## src/rtl/bgpu_pkg.sv

```systemverilog
// Shared GPU pipeline types and default configuration used by the dispatch
// arbiter, the operand collector and the execution units.
package bgpu_pkg;

    localparam int CfgNumWarps        = 8;
    localparam int CfgNumTags         = 8;
    localparam int CfgPcWidth         = 32;
    localparam int CfgWarpWidth       = 32;
    localparam int CfgRegIdxWidth     = 6;
    localparam int CfgOperandsPerInst = 2;
    localparam int CfgWidWidth        = (CfgNumWarps > 1) ? $clog2(CfgNumWarps) : 1;

    // Warp identifier carried alongside every instruction leaving dispatch.
    typedef logic [CfgWidWidth-1:0] warp_id_t;

    typedef struct packed {
        logic [5:0] opcode;
        logic [1:0] fmt;
        logic [7:0] imm;
    } inst_t;

    // Adds an offset to a ring position, assuming both already lie in [0, n).
    function automatic int unsigned rr_mod_add(input int unsigned base,
                                               input int unsigned off,
                                               input int unsigned n);
        int unsigned sum;
        sum = base + off;
        if (sum >= n) begin
            sum = sum - n;
        end
        return sum;
    endfunction

endpackage

```

## src/rtl/dispatch_arbiter_rr_select.sv

```systemverilog
// Combinational round-robin picker: returns the first set request at or after
// the pointer position, wrapping around the request vector.
module dispatch_arbiter_rr_select
    import bgpu_pkg::*;
#(
    parameter  int N    = 8,
    localparam int IdxW = (N > 1) ? $clog2(N) : 1
) (
    input  logic [N-1:0]    req_i,
    input  logic [IdxW-1:0] ptr_i,
    output logic [N-1:0]    grant_o,
    output logic [IdxW-1:0] idx_o,
    output logic            valid_o
);

    always_comb begin
        int unsigned cand;
        grant_o = '0;
        idx_o   = '0;
        valid_o = 1'b0;
        cand    = 0;
        for (int unsigned off = 0; off < N; off++) begin
            cand = rr_mod_add(32'(ptr_i), off, N);
            if (!valid_o && req_i[IdxW'(cand)]) begin
                valid_o = 1'b1;
                idx_o   = IdxW'(cand);
            end
        end
        if (valid_o) begin
            grant_o[idx_o] = 1'b1;
        end
    end

endmodule

```

## src/rtl/dispatch_arbiter.sv

```systemverilog
// Round-robin arbiter sharing one operand collector between per-warp
// dispatchers, with a single-entry output register tagged by warp ID.
module dispatch_arbiter
    import bgpu_pkg::*;
#(
    parameter  int NumWarps        = CfgNumWarps,
    parameter  int NumTags         = CfgNumTags,
    parameter  int PcWidth         = CfgPcWidth,
    parameter  int WarpWidth       = CfgWarpWidth,
    parameter  int RegIdxWidth     = CfgRegIdxWidth,
    parameter  int OperandsPerInst = CfgOperandsPerInst,
    localparam int TagWidth        = (NumTags > 1) ? $clog2(NumTags) : 1,
    localparam int WidWidth        = (NumWarps > 1) ? $clog2(NumWarps) : 1
) (
    input  logic                                                     clk_i,
    input  logic                                                     rst_i,

    input  logic [NumWarps-1:0]                                      disp_valid_i,
    output logic [NumWarps-1:0]                                      disp_ready_o,
    input  logic [NumWarps-1:0][TagWidth-1:0]                        disp_tag_i,
    input  logic [NumWarps-1:0][PcWidth-1:0]                         disp_pc_i,
    input  logic [NumWarps-1:0][WarpWidth-1:0]                       disp_act_mask_i,
    input  inst_t [NumWarps-1:0]                                     disp_inst_i,
    input  logic [NumWarps-1:0][RegIdxWidth-1:0]                     disp_dst_i,
    input  logic [NumWarps-1:0][OperandsPerInst-1:0]                 disp_operands_required_i,
    input  logic [NumWarps-1:0][OperandsPerInst-1:0][RegIdxWidth-1:0] disp_operands_i,

    input  logic                                                     opc_ready_i,
    output logic                                                     opc_valid_o,
    output logic [WidWidth-1:0]                                      opc_warp_id_o,
    output logic [TagWidth-1:0]                                      opc_tag_o,
    output logic [PcWidth-1:0]                                       opc_pc_o,
    output logic [WarpWidth-1:0]                                     opc_act_mask_o,
    output inst_t                                                    opc_inst_o,
    output logic [RegIdxWidth-1:0]                                   opc_dst_o,
    output logic [OperandsPerInst-1:0]                               opc_operands_required_o,
    output logic [OperandsPerInst-1:0][RegIdxWidth-1:0]              opc_operands_o
);

    logic                                          load;
    logic [NumWarps-1:0]                           sel_grant;
    logic [WidWidth-1:0]                           sel_idx;
    logic                                          sel_valid;

    logic                                          valid_q, valid_d;
    logic [WidWidth-1:0]                           ptr_q, ptr_d;
    logic [WidWidth-1:0]                           wid_q, wid_d;
    logic [TagWidth-1:0]                           tag_q, tag_d;
    logic [PcWidth-1:0]                            pc_q, pc_d;
    logic [WarpWidth-1:0]                          mask_q, mask_d;
    inst_t                                         inst_q, inst_d;
    logic [RegIdxWidth-1:0]                        dst_q, dst_d;
    logic [OperandsPerInst-1:0]                    opreq_q, opreq_d;
    logic [OperandsPerInst-1:0][RegIdxWidth-1:0]   ops_q, ops_d;

    dispatch_arbiter_rr_select #(
        .N (NumWarps)
    ) u_rr_select (
        .req_i   (disp_valid_i),
        .ptr_i   (ptr_q),
        .grant_o (sel_grant),
        .idx_o   (sel_idx),
        .valid_o (sel_valid)
    );

    // The output slot can take a new entry whenever it is empty or is being
    // drained this cycle, so a new winner replaces the old one without a bubble.
    always_comb begin
        load         = !valid_q || opc_ready_i;
        disp_ready_o = (load && !rst_i) ? sel_grant : '0;

        valid_d = valid_q;
        ptr_d   = ptr_q;
        wid_d   = wid_q;
        tag_d   = tag_q;
        pc_d    = pc_q;
        mask_d  = mask_q;
        inst_d  = inst_q;
        dst_d   = dst_q;
        opreq_d = opreq_q;
        ops_d   = ops_q;

        if (load) begin
            valid_d = sel_valid;
            if (sel_valid) begin
                ptr_d   = WidWidth'(rr_mod_add(32'(sel_idx), 1, NumWarps));
                wid_d   = sel_idx;
                tag_d   = disp_tag_i[sel_idx];
                pc_d    = disp_pc_i[sel_idx];
                mask_d  = disp_act_mask_i[sel_idx];
                inst_d  = disp_inst_i[sel_idx];
                dst_d   = disp_dst_i[sel_idx];
                opreq_d = disp_operands_required_i[sel_idx];
                ops_d   = disp_operands_i[sel_idx];
            end
        end
    end

    always_ff @(posedge clk_i or posedge rst_i) begin
        if (rst_i) begin
            valid_q <= 1'b0;
            ptr_q   <= '0;
            wid_q   <= '0;
            tag_q   <= '0;
            pc_q    <= '0;
            mask_q  <= '0;
            inst_q  <= '0;
            dst_q   <= '0;
            opreq_q <= '0;
            ops_q   <= '0;
        end else begin
            valid_q <= valid_d;
            ptr_q   <= ptr_d;
            wid_q   <= wid_d;
            tag_q   <= tag_d;
            pc_q    <= pc_d;
            mask_q  <= mask_d;
            inst_q  <= inst_d;
            dst_q   <= dst_d;
            opreq_q <= opreq_d;
            ops_q   <= ops_d;
        end
    end

    assign opc_valid_o             = valid_q;
    assign opc_warp_id_o           = wid_q;
    assign opc_tag_o               = tag_q;
    assign opc_pc_o                = pc_q;
    assign opc_act_mask_o          = mask_q;
    assign opc_inst_o              = inst_q;
    assign opc_dst_o               = dst_q;
    assign opc_operands_required_o = opreq_q;
    assign opc_operands_o          = ops_q;

`ifndef SYNTHESIS
    a_ready_onehot0 : assert property (@(posedge clk_i) disable iff (rst_i)
        $onehot0(disp_ready_o));

    a_ready_implies_valid : assert property (@(posedge clk_i) disable iff (rst_i)
        (disp_ready_o & ~disp_valid_i) == '0);

    a_output_stable : assert property (@(posedge clk_i) disable iff (rst_i)
        (opc_valid_o && !opc_ready_i) |=>
            (opc_valid_o && $stable(opc_warp_id_o) && $stable(opc_tag_o) &&
             $stable(opc_pc_o) && $stable(opc_act_mask_o) && $stable(opc_inst_o) &&
             $stable(opc_dst_o) && $stable(opc_operands_required_o) &&
             $stable(opc_operands_o)));

    // Requesters must keep valid and payload steady until they see ready.
    for (genvar w = 0; w < NumWarps; w++) begin : g_req_stable
        a_req_stable : assert property (@(posedge clk_i) disable iff (rst_i)
            (disp_valid_i[w] && !disp_ready_o[w]) |=>
                (disp_valid_i[w] && $stable(disp_tag_i[w]) && $stable(disp_pc_i[w]) &&
                 $stable(disp_act_mask_i[w]) && $stable(disp_inst_i[w]) &&
                 $stable(disp_dst_i[w]) && $stable(disp_operands_required_i[w]) &&
                 $stable(disp_operands_i[w])));
    end
`endif

endmodule

```

## config.mk

```make
export PLATFORM = sky130hd
export DESIGN_NAME = dispatch_arbiter
export DESIGN_NICKNAME = d
export VERILOG_FILES = /design/src/rtl/bgpu_pkg.sv /design/src/rtl/dispatch_arbiter_rr_select.sv /design/src/rtl/dispatch_arbiter.sv
export SDC_FILE = /design/constraint.sdc
export NUM_CORES = 1
export LEC_CHECK = 0
export ABC_AREA = 1
export BUFFER_PORTS_ARGS = -buffer_cell sky130_fd_sc_hd__buf_2
export CAP_MARGIN = 25
export CORE_AREA = 2 2 365 367
export CTS_CLUSTER_SIZE = 20
export DETAILED_ROUTE_END_ITERATION = 10
export DIE_AREA = 0 0 367 369
export PLACE_DENSITY = 0.35
export SETUP_SLACK_MARGIN = 0.4
export SYNTH_ARGS = -nofsm -noshare
export SYNTH_HDL_FRONTEND = slang
export SYNTH_SLANG_ARGS = --single-unit
```

## constraint.sdc

```tcl
create_clock -name clk_i -period 9.9 [get_ports clk_i]
set_clock_uncertainty 0.05 [all_clocks]
set_input_delay 0.495 -clock clk_i [delete_from_list [all_inputs] [get_ports clk_i]]
set_output_delay 0.495 -clock clk_i [all_outputs]
set_load 0.03 [all_outputs]
```

# After elaboration in Yosys (flattened, before gate mapping)
# Index checks and enable logic that the tools add are counted.
[totals]
regBits = 110
output_inout_bits = 115
word_cells = 128
[classes]
addsub = 17
order_cmp = 19
mux = 59
n_reduce_logical = 20
[ops]
columns = ["operator", "n"]
rows = [
  ["32-bit binary-select mux with 3-bit select", 2],
  ["32-bit 2-to-1 mux", 2],
  ["3-bit 2-to-1 mux", 18],
  ["16-bit binary-select mux with 3-bit select", 1],
  ["12-bit binary-select mux with 3-bit select", 1],
  ["3-bit by 4-bit less-than comparator with 1-bit output, second input constant", 9],
  ["4-bit >= comparator, second input constant", 8],
  ["3-bit by 1-bit subtractor with 3-bit output, second input constant", 9],
  ["1-bit binary-select mux with 3-bit select", 8],
  ["6-bit binary-select mux with 3-bit select", 1],
  ["1-bit 2-to-1 mux", 17],
  ["3-bit by 3-bit adder with 4-bit output, second input constant", 4],
  ["16-bit 2-to-1 mux", 1],
  ["8-bit 2-to-1 mux", 2],
  ["12-bit 2-to-1 mux", 1],
  ["3-bit binary-select mux with 3-bit select", 1],
  ["1-bit logical AND", 9],
  ["1-bit zero test", 9],
  ["3-bit by 1-bit adder with 4-bit output, second input constant", 2],
  ["3-bit by 2-bit adder with 4-bit output, second input constant", 2],
  ["2-bit binary-select mux with 3-bit select", 1],
  ["6-bit 2-to-1 mux", 1],
  ["3-bit by 4-bit >= comparator with 1-bit output, second input constant", 1],
  ["1-bit demux with 3-bit select", 1],
  ["other kinds (4)", 4],
]

# Logic depth before layout (Yosys ltp)
[depth]
depth_word = 32
ltp_mapped = 23
ltp_nobuf = 19

# Cells and area by module
# Synthesis repeated with hierarchy kept, for this count alone.
[unflattened]
hier_cells = 2641
area_unflattened_um2 = 13848.3
[by_module_without_submodules]
columns = ["mod", "instances", "cells_per_inst", "area_per_inst_um2", "seq_area_each_um2"]
rows = [
  ["dispatch_arbiter", 1, 2486, 12877.4, 2752.6],
  ["dispatch_arbiter_rr_select", 1, 155, 970.9, 0.0],
]

# Least setup slack after synthesis
# No wires, ideal clock.
[synth_path]
path_type = "in2out"
startpoint = "in rst_i"
endpoint = "out disp_ready_o[5]"
t_arrival_ns = 3.801
path_slack_ns = 5.554
stages = 3
n_path_buf = 0
path_cell_list = "inv_1 -> nand3_1 -> nor2_1"
[synth_between]
elab_chain_len = 3
[synth_rtl]
columns = ["item", "line_no", "rtl"]
rows = [
  ["from (decl)", "dispatch_arbiter.sv:16", "input logic rst_i,"],
  ["1-bit zero test (no source line)", "-", ""],
  ["1-bit logical AND", "dispatch_arbiter.sv:70", "disp_ready_o = (load && !rst_i) ? sel_grant : '0;"],
  ["8-bit 2-to-1 mux", "dispatch_arbiter.sv:70", ""],
  ["to (decl)", "dispatch_arbiter.sv:19", "output logic [NumWarps-1:0] disp_ready_o,"],
]
# Every way passes these cells.

# Final worst setup path
[layout_path]
startpoint = "reg ptr_q[1]"
endpoint = "out disp_ready_o[3]"
[layout_between]
elab_chain_len = 32
word_cells_on_any_way = 84
[layout_rtl]
columns = ["item", "line_no", "rtl"]
rows = [
  ["from (decl)", "dispatch_arbiter.sv:46", "logic [WidWidth-1:0] ptr_q, ptr_d;"],
  ["from (signal assigned)", "dispatch_arbiter.sv:113", "ptr_q <= ptr_d;"],
  ["branches (longest 30 deep; another with 3-bit by 1-bit adder with 4-bit output)", "-", ""],
  ["8-bit 2-to-1 mux *", "dispatch_arbiter_rr_select.sv:29", "if (valid_o) begin"],
  ["8-bit 2-to-1 mux *", "dispatch_arbiter.sv:70", ""],
]
# Mark *: on every way between the ends. The select of a mux whose other input is x is not followed.

==> out/qor.txt <==
Met1 usage: 19.8%
Clk buf depth: 2
Synthesized Nets: 3719
Startpoint Class: register
CTS Buf Count: 9
Final WL: 111000 um
Most frequent cell after synthesis: nand2_1
Syn-to-layout area delta: 41.5%
Synthesized area: 15100 um2
Fin. Hold Viols: 0
Crit share post-route: 57.5%
Synth cell count leaders: nand2_1, nand3_1, inv_1
Max_slew headroom: 33.8%
Die height: 369 um
Met2 GRT Util: 27.1%
Die ar.: 135000 um2
I/O pin count: 950
Vias/cell: 3.92
Post-synth top area share: 33.5%
Initial antenna violation count: 39
Post-synth ARST share: 100%
DRC violations left: 0
Syn avg cell area: 5.25 um2
Final HPWL DP: 87700 um
CTS clk-pin slew, worst paths: 0.09 ns
Total GRT Usage: 15.7%
Final net count: 4488
Layout cells sized above 1: 28.2%
Yosys reg bits: 110
Worst-Skew Late Latency: 0.41 ns
Worst Path Required: 9.36 ns
Number of port buffers: 949
Status: finished clean
H-tree depth: 3
Avg WL per Cell: 20.4 um
Cells after synthesis: 2882
Num rows: 133
Crit path DAT: 5.15 ns
CTS root buf: clkbuf_16
Met3 Resource Use GR: 3.86%
Vias in the first global route: 21300
Post-CTS Repair Setup Buffers: 0
# fillers: 15900
Global-route wire length before repair: 155000 um
Crit path kind: reg2out
Type of the worst min-delay path: in2async
Max_cap viols: 0
Top post-synthesis cells by area: nand2_1, nand3_1, dfrtp_1
Vias: 21200
Starting Density: 11.5%
Core area: 131000 um2
Post-DRT Antenna Nets: 0
Final slew viol count: 0
Largest net degree at the start of global routing: 153
Final setup TNS: 0 ns
Post-synth cell types: 33
GRT overflow: 0
Ys flop type: dfrtp_1
RSZ-0062 raised after global routing: no
CP endpoint kind: primary output
Worst Tran Pin Value: 0.993 ns
TritonCTS clock tree: built
Cell taking the most area after synthesis: nand2_1
Sequential area share after synthesis: 18.2%
Die X-Extent: 367 um
GR peak layer: met2
Hold Buf Count CTS: 0
Fmax: 0.176 GHz
Final worst path period need: 5.69 ns
PostCTS Resize Cnt: 0
TritonRoute pass-1 iters: 7
Final Hold Slack: 0.0392 ns
Number of synthesized flops with an enable pin: 0
Detailed Route Iter0 Violations: 1184
Sink Count: 110
Crit-path max FO: 75
Ys Warns: 0
GPL Wtd Cong: 0.897
Final setup vio count: 0
stage by stage:
| stage | instance area [um2] | util [%] | setup slack (ns) | cells |
|---|---|---|---|---|
| floorplan | 15100 | - | 5.55 | 2882 |
| global route | 21400 | 16.3 | 3.69 | 5414 |
| finish | 21400 | 16.3 | 4.21 | 5418 |
| global placement | 21100 | 16.1 | 4.22 | 5394 |
| detailed placement | 21100 | 16.1 | 4.29 | 5394 |
| CTS | 21400 | 16.3 | 4.06 | 5410 |
placed cells by master, fill, tap and decap left out, types with 5 or more instances in the layout:
cell / netlist / routed
inv_1: 332 / 331
nand2_1: 1351 / 1351
nand3_2: 8 / 7
diode_2: 0 / 7
buf_4: 18 / 23
buf_2: 154 / 949
clkbuf_16: 0 / 9
nor2_1: 56 / 56
dfrtp_1: 110 / 110
nand3b_1: 115 / 115
nand2_2: 8 / 8
nor2_4: 4 / 5
nand3_1: 644 / 644
sequential cells by signal, summed over array words and instances (netlist names), 2 cells and up:
signal and flops:
opc_act_mask_o 32, opc_dst_o 6, opc_inst_o 16, opc_operands_o 12
opc_operands_required_o 2, opc_pc_o 32, opc_tag_o 3, opc_warp_id_o 3
ptr_q 3
critical path: stages (launching register included):
cell and delay, ns:
dfrtp_1 0.64, inv_1 0.27, ha_1 0.44, inv_1 0.22, nand3_1 0.14, nand3_1 0.16
nand2_2 0.10, nor2_4 0.14, nand4_4 0.12, nor3_2 0.20, nand3_1 0.17, nand3_4 0.71
buf_4 0.84, nand2_1 0.18, nor2_1 0.13, buf_2 0.23
path summary, 6_finish.rpt:
| check | from | endpoint | slack (ns) | cells after the start |
|---|---|---|---|---|
| max | ptr_q[1]$_DFFE_PP0P_ | disp_ready_o[3] | 4.21 | 15 |
| min | rst_i | opc_operands_o[1]$_DFFE_PP0P_ | 0.04 | 2 |
| max reg2reg | ptr_q[1]$_DFFE_PP0P_ | opc_tag_o[0]$_DFFE_PP0P_ | 4.46 | 18 |
| min reg2reg | opc_operands_o[0]$_DFFE_PP0P_ | opc_operands_o[0]$_DFFE_PP0P_ | 0.45 | 2 |
| max in group asynchronous | rst_i | opc_inst_o[0]$_DFFE_PP0P_ | 8.57 | 3 |
| min in group clk_i | opc_ready_i | opc_valid_o$_DFFE_PP0N_ | 0.39 | 4 |
cell families (layout without fill, tap and decap cells):
| group | after synthesis | count (layout) | synth area share, % |
|---|---|---|---|
| DFF | 110 | 110 | 18.2 |
| other | 0 | 7 | 0 |
| AOI/OAI and AO/OA | 12 | 12 | 0.471 |
| and+or+nand+nor | 2199 | 2199 | 64.0 |
| adders and majority gates | 2 | 2 | 0.165 |
| buffers and inverters | 555 | 1329 | 16.9 |
| xor gates and xnor gates | 4 | 4 | 0.232 |
cell type report:
| type | count | area [um2] | area share [%] |
|---|---|---|---|
| sequential | 110 | 2750 | 12.9 |
| clock inverter | 5 | 42.5 | 0.199 |
| antenna | 7 | 17.5 | 0.0819 |
| inverter | 336 | 1270 | 5.94 |
| clock buffer | 11 | 253 | 1.18 |
| tap | 1755 | 2200 | 10.3 |
| multi-input combinational | 2217 | 9840 | 46.0 |
| timing repair buffer | 977 | 5030 | 23.5 |
layer usage:
metal,routed length [um],vias to the layer above
met4,1680,30
met5,187,-
met1,48300,10000
met3,6910,93
met2,53600,647
li1,-,10500
Power is not shown: default switching activity piles up to over one toggle a cycle in this logic, so the estimate is an artifact.
